**src/rtl/imem_loader.sv**
```systemverilog
// imem_loader: packs a little-endian byte stream into 32-bit words, writes
// them into the instruction memory and holds the core in reset until a
// complete, word-aligned image has been loaded. All outputs are registered.
module imem_loader #(
    parameter int DEPTH = 64,
    parameter int CW    = $clog2(DEPTH + 1)
) (
    input  logic          clk,
    input  logic          reset,
    input  logic          start,
    input  logic          in_valid,
    output logic          in_ready,
    input  logic [7:0]    in_data,
    input  logic          in_last,
    output logic          we,
    output logic [31:0]   wa,
    output logic [31:0]   wd,
    output logic          cpu_reset,
    output logic          busy,
    output logic          done,
    output logic          err,
    output logic [CW-1:0] word_count
);

    typedef enum logic [2:0] {
        S_IDLE   = 3'd0,
        S_LOAD   = 3'd1,
        S_FINISH = 3'd2,
        S_DONE   = 3'd3,
        S_ERROR  = 3'd4
    } state_t;

    localparam logic [CW-1:0] DEPTH_W = CW'(DEPTH);

    // State and datapath registers
    state_t          state_reg, state_next;
    logic [1:0]      byte_idx_reg, byte_idx_next;
    logic [23:0]     asm_reg, asm_next;
    logic [CW-1:0]   word_count_reg, word_count_next;

    // Registered outputs and their next values
    logic            we_reg, we_next;
    logic [31:0]     wa_reg, wa_next;
    logic [31:0]     wd_reg, wd_next;
    logic            in_ready_reg, in_ready_next;
    logic            cpu_reset_reg, cpu_reset_next;
    logic            busy_reg, busy_next;
    logic            done_reg, done_next;
    logic            err_reg, err_next;

    // Handshake and decode helpers
    logic            accept;
    logic            full;
    logic            load_entry;
    logic [2:0]      lane_hit;

    // in_ready_reg is high exactly while in LOAD, so it doubles as the
    // state qualifier for the handshake.
    assign accept = in_valid && in_ready_reg;
    assign full   = (word_count_reg == DEPTH_W);

    // A new load may only begin from a quiescent state.
    assign load_entry = start &&
                        ((state_reg == S_IDLE) ||
                         (state_reg == S_DONE) ||
                         (state_reg == S_ERROR));

    // Byte lanes 0..2 of the assembly register; lane 3 never needs storage
    // because the fourth byte goes straight into the write word.
    generate
        for (genvar gi = 0; gi < 3; gi++) begin : g_lane
            assign lane_hit[gi] = accept && (state_reg == S_LOAD) && !full &&
                                  !in_last && (byte_idx_reg == 2'(gi));
            assign asm_next[8*gi +: 8] = load_entry   ? 8'h00 :
                                         lane_hit[gi] ? in_data :
                                                        asm_reg[8*gi +: 8];
        end
    endgenerate

    // State register: every state bit and registered output, async reset
    always_ff @(posedge clk or posedge reset) begin
        if (reset) begin
            state_reg      <= S_IDLE;
            byte_idx_reg   <= 2'd0;
            asm_reg        <= 24'h0;
            word_count_reg <= '0;
            we_reg         <= 1'b0;
            wa_reg         <= 32'h0;
            wd_reg         <= 32'h0;
            in_ready_reg   <= 1'b0;
            cpu_reset_reg  <= 1'b1;
            busy_reg       <= 1'b0;
            done_reg       <= 1'b0;
            err_reg        <= 1'b0;
        end else begin
            state_reg      <= state_next;
            byte_idx_reg   <= byte_idx_next;
            asm_reg        <= asm_next;
            word_count_reg <= word_count_next;
            we_reg         <= we_next;
            wa_reg         <= wa_next;
            wd_reg         <= wd_next;
            in_ready_reg   <= in_ready_next;
            cpu_reset_reg  <= cpu_reset_next;
            busy_reg       <= busy_next;
            done_reg       <= done_next;
            err_reg        <= err_next;
        end
    end

    // Next-state logic: transitions plus byte index, word count and write data
    always_comb begin
        state_next      = state_reg;
        byte_idx_next   = byte_idx_reg;
        word_count_next = word_count_reg;
        we_next         = 1'b0;
        wa_next         = wa_reg;
        wd_next         = wd_reg;

        case (state_reg)
            S_IDLE, S_DONE, S_ERROR: begin
                if (start) begin
                    state_next      = S_LOAD;
                    byte_idx_next   = 2'd0;
                    word_count_next = '0;
                end
            end

            S_LOAD: begin
                if (accept) begin
                    if (full) begin
                        // Image longer than the memory: abort, nothing written.
                        state_next = S_ERROR;
                    end else if (byte_idx_reg == 2'd3) begin
                        // Word complete: write it at the pre-increment count.
                        we_next         = 1'b1;
                        wd_next         = {in_data, asm_reg};
                        wa_next         = 32'(word_count_reg) << 2;
                        word_count_next = word_count_reg + CW'(1);
                        byte_idx_next   = 2'd0;
                        if (in_last) begin
                            state_next = S_FINISH;
                        end
                    end else if (in_last) begin
                        // Image ends mid-word: the partial word is dropped.
                        state_next = S_ERROR;
                    end else begin
                        byte_idx_next = byte_idx_reg + 2'd1;
                    end
                end
            end

            S_FINISH: begin
                // One cycle for the final write strobe to retire.
                state_next = S_DONE;
            end

            default: begin
                state_next = S_IDLE;
            end
        endcase
    end

    // Output decode: status flags follow the state being entered so that
    // they are valid in the same cycle as that state.
    always_comb begin
        in_ready_next  = 1'b0;
        busy_next      = 1'b0;
        done_next      = 1'b0;
        err_next       = 1'b0;
        cpu_reset_next = 1'b1;

        case (state_next)
            S_LOAD: begin
                in_ready_next = 1'b1;
                busy_next     = 1'b1;
            end
            S_FINISH: begin
                busy_next = 1'b1;
            end
            S_DONE: begin
                done_next      = 1'b1;
                cpu_reset_next = 1'b0;
            end
            S_ERROR: begin
                err_next = 1'b1;
            end
            default: begin
                in_ready_next = 1'b0;
            end
        endcase
    end

    assign in_ready   = in_ready_reg;
    assign we         = we_reg;
    assign wa         = wa_reg;
    assign wd         = wd_reg;
    assign cpu_reset  = cpu_reset_reg;
    assign busy       = busy_reg;
    assign done       = done_reg;
    assign err        = err_reg;
    assign word_count = word_count_reg;

endmodule

```
**config.mk**
```make
export PLATFORM = sky130hd
export DESIGN_NAME = imem_loader
export DESIGN_NICKNAME = d
export VERILOG_FILES = /design/src/rtl/imem_loader.sv
export SDC_FILE = /design/constraint.sdc
export NUM_CORES = 1
export LEC_CHECK = 0
export CAP_MARGIN = 10
export CELL_PAD_IN_SITES_DETAIL_PLACEMENT = 1
export CELL_PAD_IN_SITES_GLOBAL_PLACEMENT = 2
export CORE_UTILIZATION = 34
export DETAILED_ROUTE_END_ITERATION = 7
export PLACE_DENSITY = 0.81
export SLEW_MARGIN = 20
export SYNTH_ARGS = -nofsm -noshare
export SYNTH_HDL_FRONTEND = slang
export SYNTH_SLANG_ARGS = --single-unit
```
**constraint.sdc**
```tcl
create_clock -name clk -period 6.65 [get_ports clk]
set_input_delay 0.9975 -clock clk [delete_from_list [all_inputs] [get_ports clk]]
set_output_delay 0.9975 -clock clk [all_outputs]
set_load 0.01 [all_outputs]
```
==> flow_summary.ini, run 1 <==
[worst_setup_path]
cp_max_fo = 35
end_kind = flop
worst_ep_arrival_time_ps = 3590
required_ps = 6880
cp-start-kind = primary input
worstSetupPathType = primary input to flop

[drt]
vias = 2480
drt-pass1-iter-count = 4
drtIter0Drc = 75
vias_per_cell = 4.72
wl_per_cell_um = 15.4
drt-total-wl_um = 8080
post-route-drc-count = 0
postRouteAntennaNets = 0

[layout]
multi_input_area_um2 = 1480
final_cell_mix = dfrtp_1, clkdlybuf4s50_1, nand2_1
drive_gt1_frac = 0.180
stdcell_area_um2 = 4610
largest_reg_flops = 32
diodes = 0
seq_area_um2 = 2030
final_cells = 525
fin_util = 0.439
final_common_cell = dfrtp_1
num-nets-final = 404
syn_to_final_growth_pct = 23.4
n_fill_cell = 1154

[timing]
fin_crit_sh = 0.505
drv_slew = 0
post-route-min-period_ps = 3360
holdWs_ps = 508
setup_viol = 0
relSlewSlack = 0.295
setup_slack_ps = 3290
fin_skew_ps = 8.14
rsz0062_at_grt = no
max_freq_ghz = 0.298
final.setup.tns_ps = 0
worst_pin_slew_ps = 1060
hold_viol = 0

[logic_synthesis]
synth_cells = 320
synth-edff-count = 0
synth_area_per_cell_um2 = 11.7
async_reset_ff_frac = 1.00
synthFlopType = dfrtp_1
yosysUniqueCellTypes = 41
ys_seq_area_frac = 0.543
yosys_register_bits = 81
yosysWarnings = 0
syn-cell-area_um2 = 3730

[global_routing]
grt_pass1_vias = 2635
grt_pass1_wl_um = 13500
grt_overflow = 0
grt_max_degree = 82
antenna_found_initial = 0
grt_usage = 0.154

[clock_tree]
root_buffer = clkbuf_8
cts_resized = 0
postCtsSetupBuffers = 0
clk_latency_ps = 350
cts_buffers = 9
ctsHoldBuffers = 0
htreeDepth = 3
cts_tree = built
clk_pin_slew_ps = 80
clock_sinks = 81
clockBufferDepth = 2

[placement]
place_ws_ps = 2890
place_congestion = 0.721
port_buffers = 64
place_inst = 510
placed_area_um2 = 4390
dpl.hpwl_um = 5510

[floorplan]
pin_count = 90
dieArea_um2 = 11400
die_h_um = 107
design.core.area_um2 = 10500
std_cell_rows = 37
start_util = 0.355
die_w_um = 107

[power_and_ir_drop]
ir_drop_uv = 137
p_per_area_nw_per_um2 = 325
leakagePower_nw = 2.04
total_power_mw = 1.50

[status]
status = finished, final reports clean

[worst_hold_path]
hp-class = flop to flop

[run]
maxCapViolations = 0
## worst paths after layout
check	startpoint	end	slack, ps	cells past startpoint
setup / recovery	in_valid	wd[12]	3290	5
hold / removal	wd[28]	wd[28]	510	1
setup reg to reg	word_count[0]	wd[12]	3750	6
hold reg to reg	wd[28]	wd[28]	510	1
max in group asynchronous	reset	word_count[0]	4990	3
min in group asynchronous	reset	err	1160	3
## layer usage
metal | track usage | wire length [µm] | vias up | part of all wire
met2 | 0.253 | 3950 | 53 | 0.49
met3 | 0.0237 | 195 | 8 | 0.024
li1 | - | - | 1168 | -
met1 | 0.203 | 3830 | 1251 | 0.47
met4 | 0.0675 | 102 | 0 | 0.013
met5 | 0 | 0 | - | 0
## power by group
group | internal (mW) | switching, mW
clock | 0.211 | 0.183
sequential | 0.605 | 0.0681
combinational | 0.208 | 0.224
## synth_stat cells, types with 2 or more instances
cell,instances,area [µm²]
dfrtp_1,80,2000
nand2_1,59,221
mux2_2,39,439
buf_4,28,210
o21ai_0,26,130
inv_1,13,48.8
nand3_1,7,35.0
ha_1,6,75.1
nand2b_1,6,37.5
a211oi_1,5,37.5
mux2i_1,5,50.1
a2111oi_4,4,110
a21oi_1,4,20.0
buf_6,4,45.0
clkbuf_1,3,11.3
a21o_1,2,15.0
nor2_1,2,7.51
nor2b_1,2,12.5
o21ai_1,2,10.0
o31ai_1,2,15.0
## area by class of cell
cell class	count	share of cell area
multi-input combinational	213	0.320
clock inverter	6	0.0201
tap	136	0.0369
inverter	13	0.0109
sequential	81	0.440
timing repair buffer	67	0.145
clock buffer	9	0.0269
## cell families (layout without fill, tap and decap cells)
kind of cell             count (synthesis)  in the layout  share of synthesized area
adder cells (fa/ha/maj)                  6              6                     0.0201
AO/OA/AOI/OAI                           52             52                      0.108
other                                    1             25                    0.00100
multiplexers                            44             44                      0.131
buffers and inverters                   50             95                     0.0868
AND/OR/NAND/NOR                         86             86                      0.110
flip-flops                              81             81                      0.543
## critical path, stage by stage
cell and delay, ps:
clkdlybuf4s50_1 460, nand2_1 350, a2111oi_4 820, buf_4 540, mux2_2 400
No activity file was read; power rests on OpenSTA's default activity.
==> run 2, diff against run 1 <==
CORE_UTILIZATION = 32   (was 34)
PLACE_DENSITY = 0.77   (was 0.81)
clock period = 3.1 ns   (was 6.65 ns; I/O delays follow)
==> run 2 against run 1 <==
Net effect:
- clock skew up 1.7 ps
- via count is 0.40% lower
- global-route usage decreased by 0.59 points
- final cell count grew 2.9%
- combinational power is 120% higher
==> flow_summary.ini, run 2 (synthesized netlist as in run 1, its figures left out) <==
[timing]
post-route-min-period_ps = 2330
rsz0062_at_grt = no
relSlewSlack = 0.423
setup_viol = 0
max_freq_ghz = 0.430
final.setup.tns_ps = 0
drv_slew = 0
hold_viol = 0
worst_pin_slew_ps = 864
fin_skew_ps = 9.82
fin_crit_sh = 0.750

[clock_tree]
ctsHoldBuffers = 0
cts_buffers = 9
clk_latency_ps = 340
postCtsSetupBuffers = 0
cts_tree = built
clk_pin_slew_ps = 60
clock_sinks = 81
cts_resized = 0
root_buffer = clkbuf_16
clockBufferDepth = 2
htreeDepth = 3

[power_and_ir_drop]
p_sw_frac = 0.306
seqPwrFrac = 0.422
p_comb_frac = 0.270
p_clk_frac = 0.309
p_per_area_nw_per_um2 = 722
ir_drop_uv = 227
intPower_mw = 2.39
leakagePower_nw = 2.13
switching_power_mw = 1.06

[global_routing]
antenna_found_initial = 0
grt_pass1_vias = 2539
grt_pass1_wl_um = 13300
grt_overflow = 0
grt_usage = 0.149
grt_max_degree = 46

[worst_setup_path]
worstRegToRegCells = 7
crit_start = in_last
timing.rr.end = word_count[5]
required_ps = 3350
cp_max_fo = 16
cp_slowest_stage_delay_ps = 810
end_kind = flop
critPathSlowestCell = or4b_2
cp-endpoint = asm_reg[20]
cp_cell_sequence = clkdlybuf4s50_1, or4b_2, a2111oi_4, buf_4, nand3_1, o21ai_0
r2r-start = word_count[0]
worstSetupPathType = primary input to flop
cp-start-kind = primary input
regToRegSetupSlack_ps = 780
worst_ep_arrival_time_ps = 2580

[floorplan]
std_cell_rows = 39
die_w_um = 110
die_h_um = 110
pin_count = 90
dieArea_um2 = 12100
start_util = 0.327
design.core.area_um2 = 11400

[layout]
diodes = 0
final_common_cell = dfrtp_1
final_cell_mix = dfrtp_1, clkdlybuf4s50_1, nand2_1
n_fill_cell = 1256
largest_reg_flops = 32
num-nets-final = 411
drive_gt1_frac = 0.194
syn_to_final_growth_pct = 27.7
final_cells = 540

[drt]
vias = 2470
drt-pass1-iter-count = 6
drt-total-wl_um = 8120
postRouteAntennaNets = 0
drtIter0Drc = 66
wl_per_cell_um = 15.0
post-route-drc-count = 0
vias_per_cell = 4.57

[run]
maxCapViolations = 0

[placement]
dpl.hpwl_um = 5550
place_inst = 524
port_buffers = 64
place_congestion = 0.750

[status]
status = finished, final reports clean

[worst_hold_path]
hp-class = flop to flop
hp-start = asm_reg[7]
-- run 2: cell count changes in the layout (fill, tap and decap cells not counted) --
cell | before | now
buf_6 | 1 | 0
clkbuf_8 | 9 | 0
buf_12 | 0 | 2
clkinvlp_4 | 2 | 0
buf_4 | 2 | 8
inv_6 | 1 | 2
clkbuf_16 | 0 | 9
bufinv_16 | 2 | 1
clkinv_2 | 1 | 3
clkbuf_1 | 0 | 1
-- run 2: cell type report --
cell class	count	area (µm²)	area share
Sequential cell	81	2030	0.425
Multi-Input combinational cell	213	1480	0.310
Timing Repair Buffer	74	741	0.155
Clock buffer	10	229	0.0480
Tap cell	143	179	0.0375
Clock inverter	6	66.3	0.0139
Inverter	13	50.0	0.0105
-- run 2: worst min-delay path by stage --
stage,cells after the start,to,slack [ps]
CTS,1,wd[7],500
global route,1,wd[7],520
finish,1,wd[7],500
detailed placement,1,wd[7],490
global placement,1,wd[28],490
floorplan,1,wd[0],480
-- run 2: critical path, delay by kind of cell --
kind                   cells  cell delay [ps]
and+or+nand+nor            2              900
AOI/OAI and AO/OA          2              440
buffers and inverters      2              770
-- run 2: per-stage QoR --
stage	power, mW	hold slack [ps]	area, µm²	setup slack, ps	utilization
final	3.44	501	4770	774	0.418
after global routing	3.68	518	4770	597	0.418
after CTS	3.50	504	4770	747	0.418
after detailed placement	2.42	492	4470	413	0.392
after global placement	2.38	489	4470	471	0.392
after floorplan	1.99	479	3820	557	-
-- run 2: power groups by stage --
stage	clock, mW	sequential (mW)	combinational (mW)
finish	1.06	1.45	0.929
global route	1.15	1.49	1.04
CTS	1.10	1.46	0.951
detailed placement	0	1.47	0.944
global placement	0	1.46	0.922
floorplan	0	1.49	0.499
-- run 2: per-layer routing --
layer / track usage / vias up / wire (µm) / part of all wire
li1: - / 1186 / - / -
met1: 0.195 / 1219 / 3770 / 0.46
met2: 0.233 / 56 / 3920 / 0.48
met3: 0.0341 / 9 / 285 / 0.035
met4: 0.0657 / 0 / 141 / 0.017
met5: 0 / - / 0 / 0
==> run 3, diff against run 2 <==
clock period = 2.3 ns   (was 3.1 ns; I/O delays follow)
==> run 3 against run 2 <==
Net effect:
- register-to-register slack worse by 660 ps
- first-iteration DRC count is 11% higher
- sequential share of layout area down 0.84 points
- worst setup slack got worse by 650 ps
- global-route usage increased by 0.81 points
- clock power increased by 38%
- core utilization is 0.87 points higher
- clock skew is 4.4 ps lower
- flip-flop and latch count is the same
- combinational power is 42% higher
- critical path depth down 2
- largest cell class unchanged
- power is 38% higher
==> flow_summary.ini, run 3 (synthesized netlist as in run 1, its figures left out) <==
[status]
status = finished, final reports clean

[clock_tree]
clk_pin_slew_ps = 60
cts_tree = built
ctsHoldBuffers = 0
clock_sinks = 81
root_buffer = clkbuf_16
postCtsSetupBuffers = 0
htreeDepth = 3
clk_latency_ps = 340
cts_buffers = 9
cts_resized = 0
clockBufferDepth = 2

[layout]
drive_gt1_frac = 0.219
diodes = 0
stdcell_area_um2 = 4870
num-nets-final = 421
largest_reg_flops = 32
final_cell_mix = dfrtp_1, clkdlybuf4s50_1, nand2_1
final_common_cell = dfrtp_1
final_cells = 550
syn_to_final_growth_pct = 30.4

[global_routing]
grt_pass1_vias = 2653
grt_overflow = 0
grt_usage = 0.157
antenna_found_initial = 0
grt_pass1_wl_um = 14000
grt_max_degree = 38

[timing]
worst_pin_slew_ps = 671
relSlewSlack = 0.541
setup_viol = 0
post-route-min-period_ps = 2180
final.setup.tns_ps = 0
fin_crit_sh = 0.948
fin_skew_ps = 5.45
max_freq_ghz = 0.459
rsz0062_at_grt = no
setup_slack_ps = 120
drv_slew = 0
hold_viol = 0

[drt]
postRouteAntennaNets = 0
drt-pass1-iter-count = 4
wl_per_cell_um = 15.4
vias = 2558
vias_per_cell = 4.65
post-route-drc-count = 0
drtIter0Drc = 73
drt-total-wl_um = 8490

[worst_setup_path]
critPathSlowestCell = dfrtp_1
cp-start-kind = flop
cp_max_fo = 24
required_ps = 2530
worstSetupPathType = flop to flop
cp_cell_sequence = or3b_1, a2111oi_4, buf_4, mux2_2
cp_slowest_stage_delay_ps = 470
worst_ep_arrival_time_ps = 2410
worstRegToRegCells = 4
end_kind = flop

[power_and_ir_drop]
leakagePower_nw = 2.17
ir_drop_uv = 542
total_power_mw = 4.74
p_per_area_nw_per_um2 = 973

[floorplan]
std_cell_rows = 39
design.core.area_um2 = 11400
pin_count = 90
dieArea_um2 = 12100
start_util = 0.327
die_h_um = 110
die_w_um = 110

[worst_hold_path]
hp-class = primary input to asynchronous set/reset pin

[placement]
place_congestion = 0.789
place_ws_ps = -138
place_inst = 534
placed_area_um2 = 4570
port_buffers = 64
dpl.hpwl_um = 6040

[run]
maxCapViolations = 0
[run 3: cell types whose count changed in the layout (fill, tap and decap cells not counted), sizes merged]
cell,delta
buf,+10
clkbuf,-1
clkinv,-1
clkinvlp,+2
[run 3: final timing paths]
check | endpoint | startpoint | slack [ps]
max in group asynchronous | cpu_reset | reset | 1350
worst min-delay path | wd[13] | reset | 340
min in group clk | wd[21] | asm_reg[21] | 510
worst max register to register | wd[9] | state_reg[1] | 120
worst max-delay path | wd[9] | state_reg[1] | 120
worst min register to register | wd[21] | asm_reg[21] | 510
[run 3: report_power, final]
part / switching [mW] / internal (mW) / leakage [nW]
combinational: 0.653 / 0.666 / 0.925
clock: 0.612 / 0.850 / 0.146
sequential: 0.205 / 1.75 / 1.10
[run 3: metrics by stage]
step / util / hold WS, ps
final: 0.426 / 339
after global routing: 0.426 / 373
after CTS: 0.426 / 343
after detailed placement: 0.400 / 497
after global placement: 0.400 / 489
after floorplan: - / 462
[run 3: final cells by class]
class                      count  area (µm²)
inverter                      13        52.6
clock inverter                 7        77.6
timing repair buffer          84         828
clock buffer                   9         225
sequential                    81        2030
tap                          143         179
multi-input combinational    213        1480
fill                        1257        6550
[run 3: metal layers]
| layer | global-route usage | vias up | share of wire |
|---|---|---|---|
| li1 | - | 1214 | - |
| met1 | 0.203 | 1281 | 0.46 |
| met2 | 0.248 | 57 | 0.48 |
| met3 | 0.0441 | 6 | 0.039 |
| met4 | 0.0600 | 0 | 0.014 |
| met5 | 0 | - | 0 |
[run 3: critical path, delay by kind of cell, from the launching register on]
kind                   cells  cell delay (ps)
DFF                        1              470
and+or+nand+nor            1              440
muxes                      1              390
buffers and inverters      1              390
AOI/OAI and AO/OA          1              370
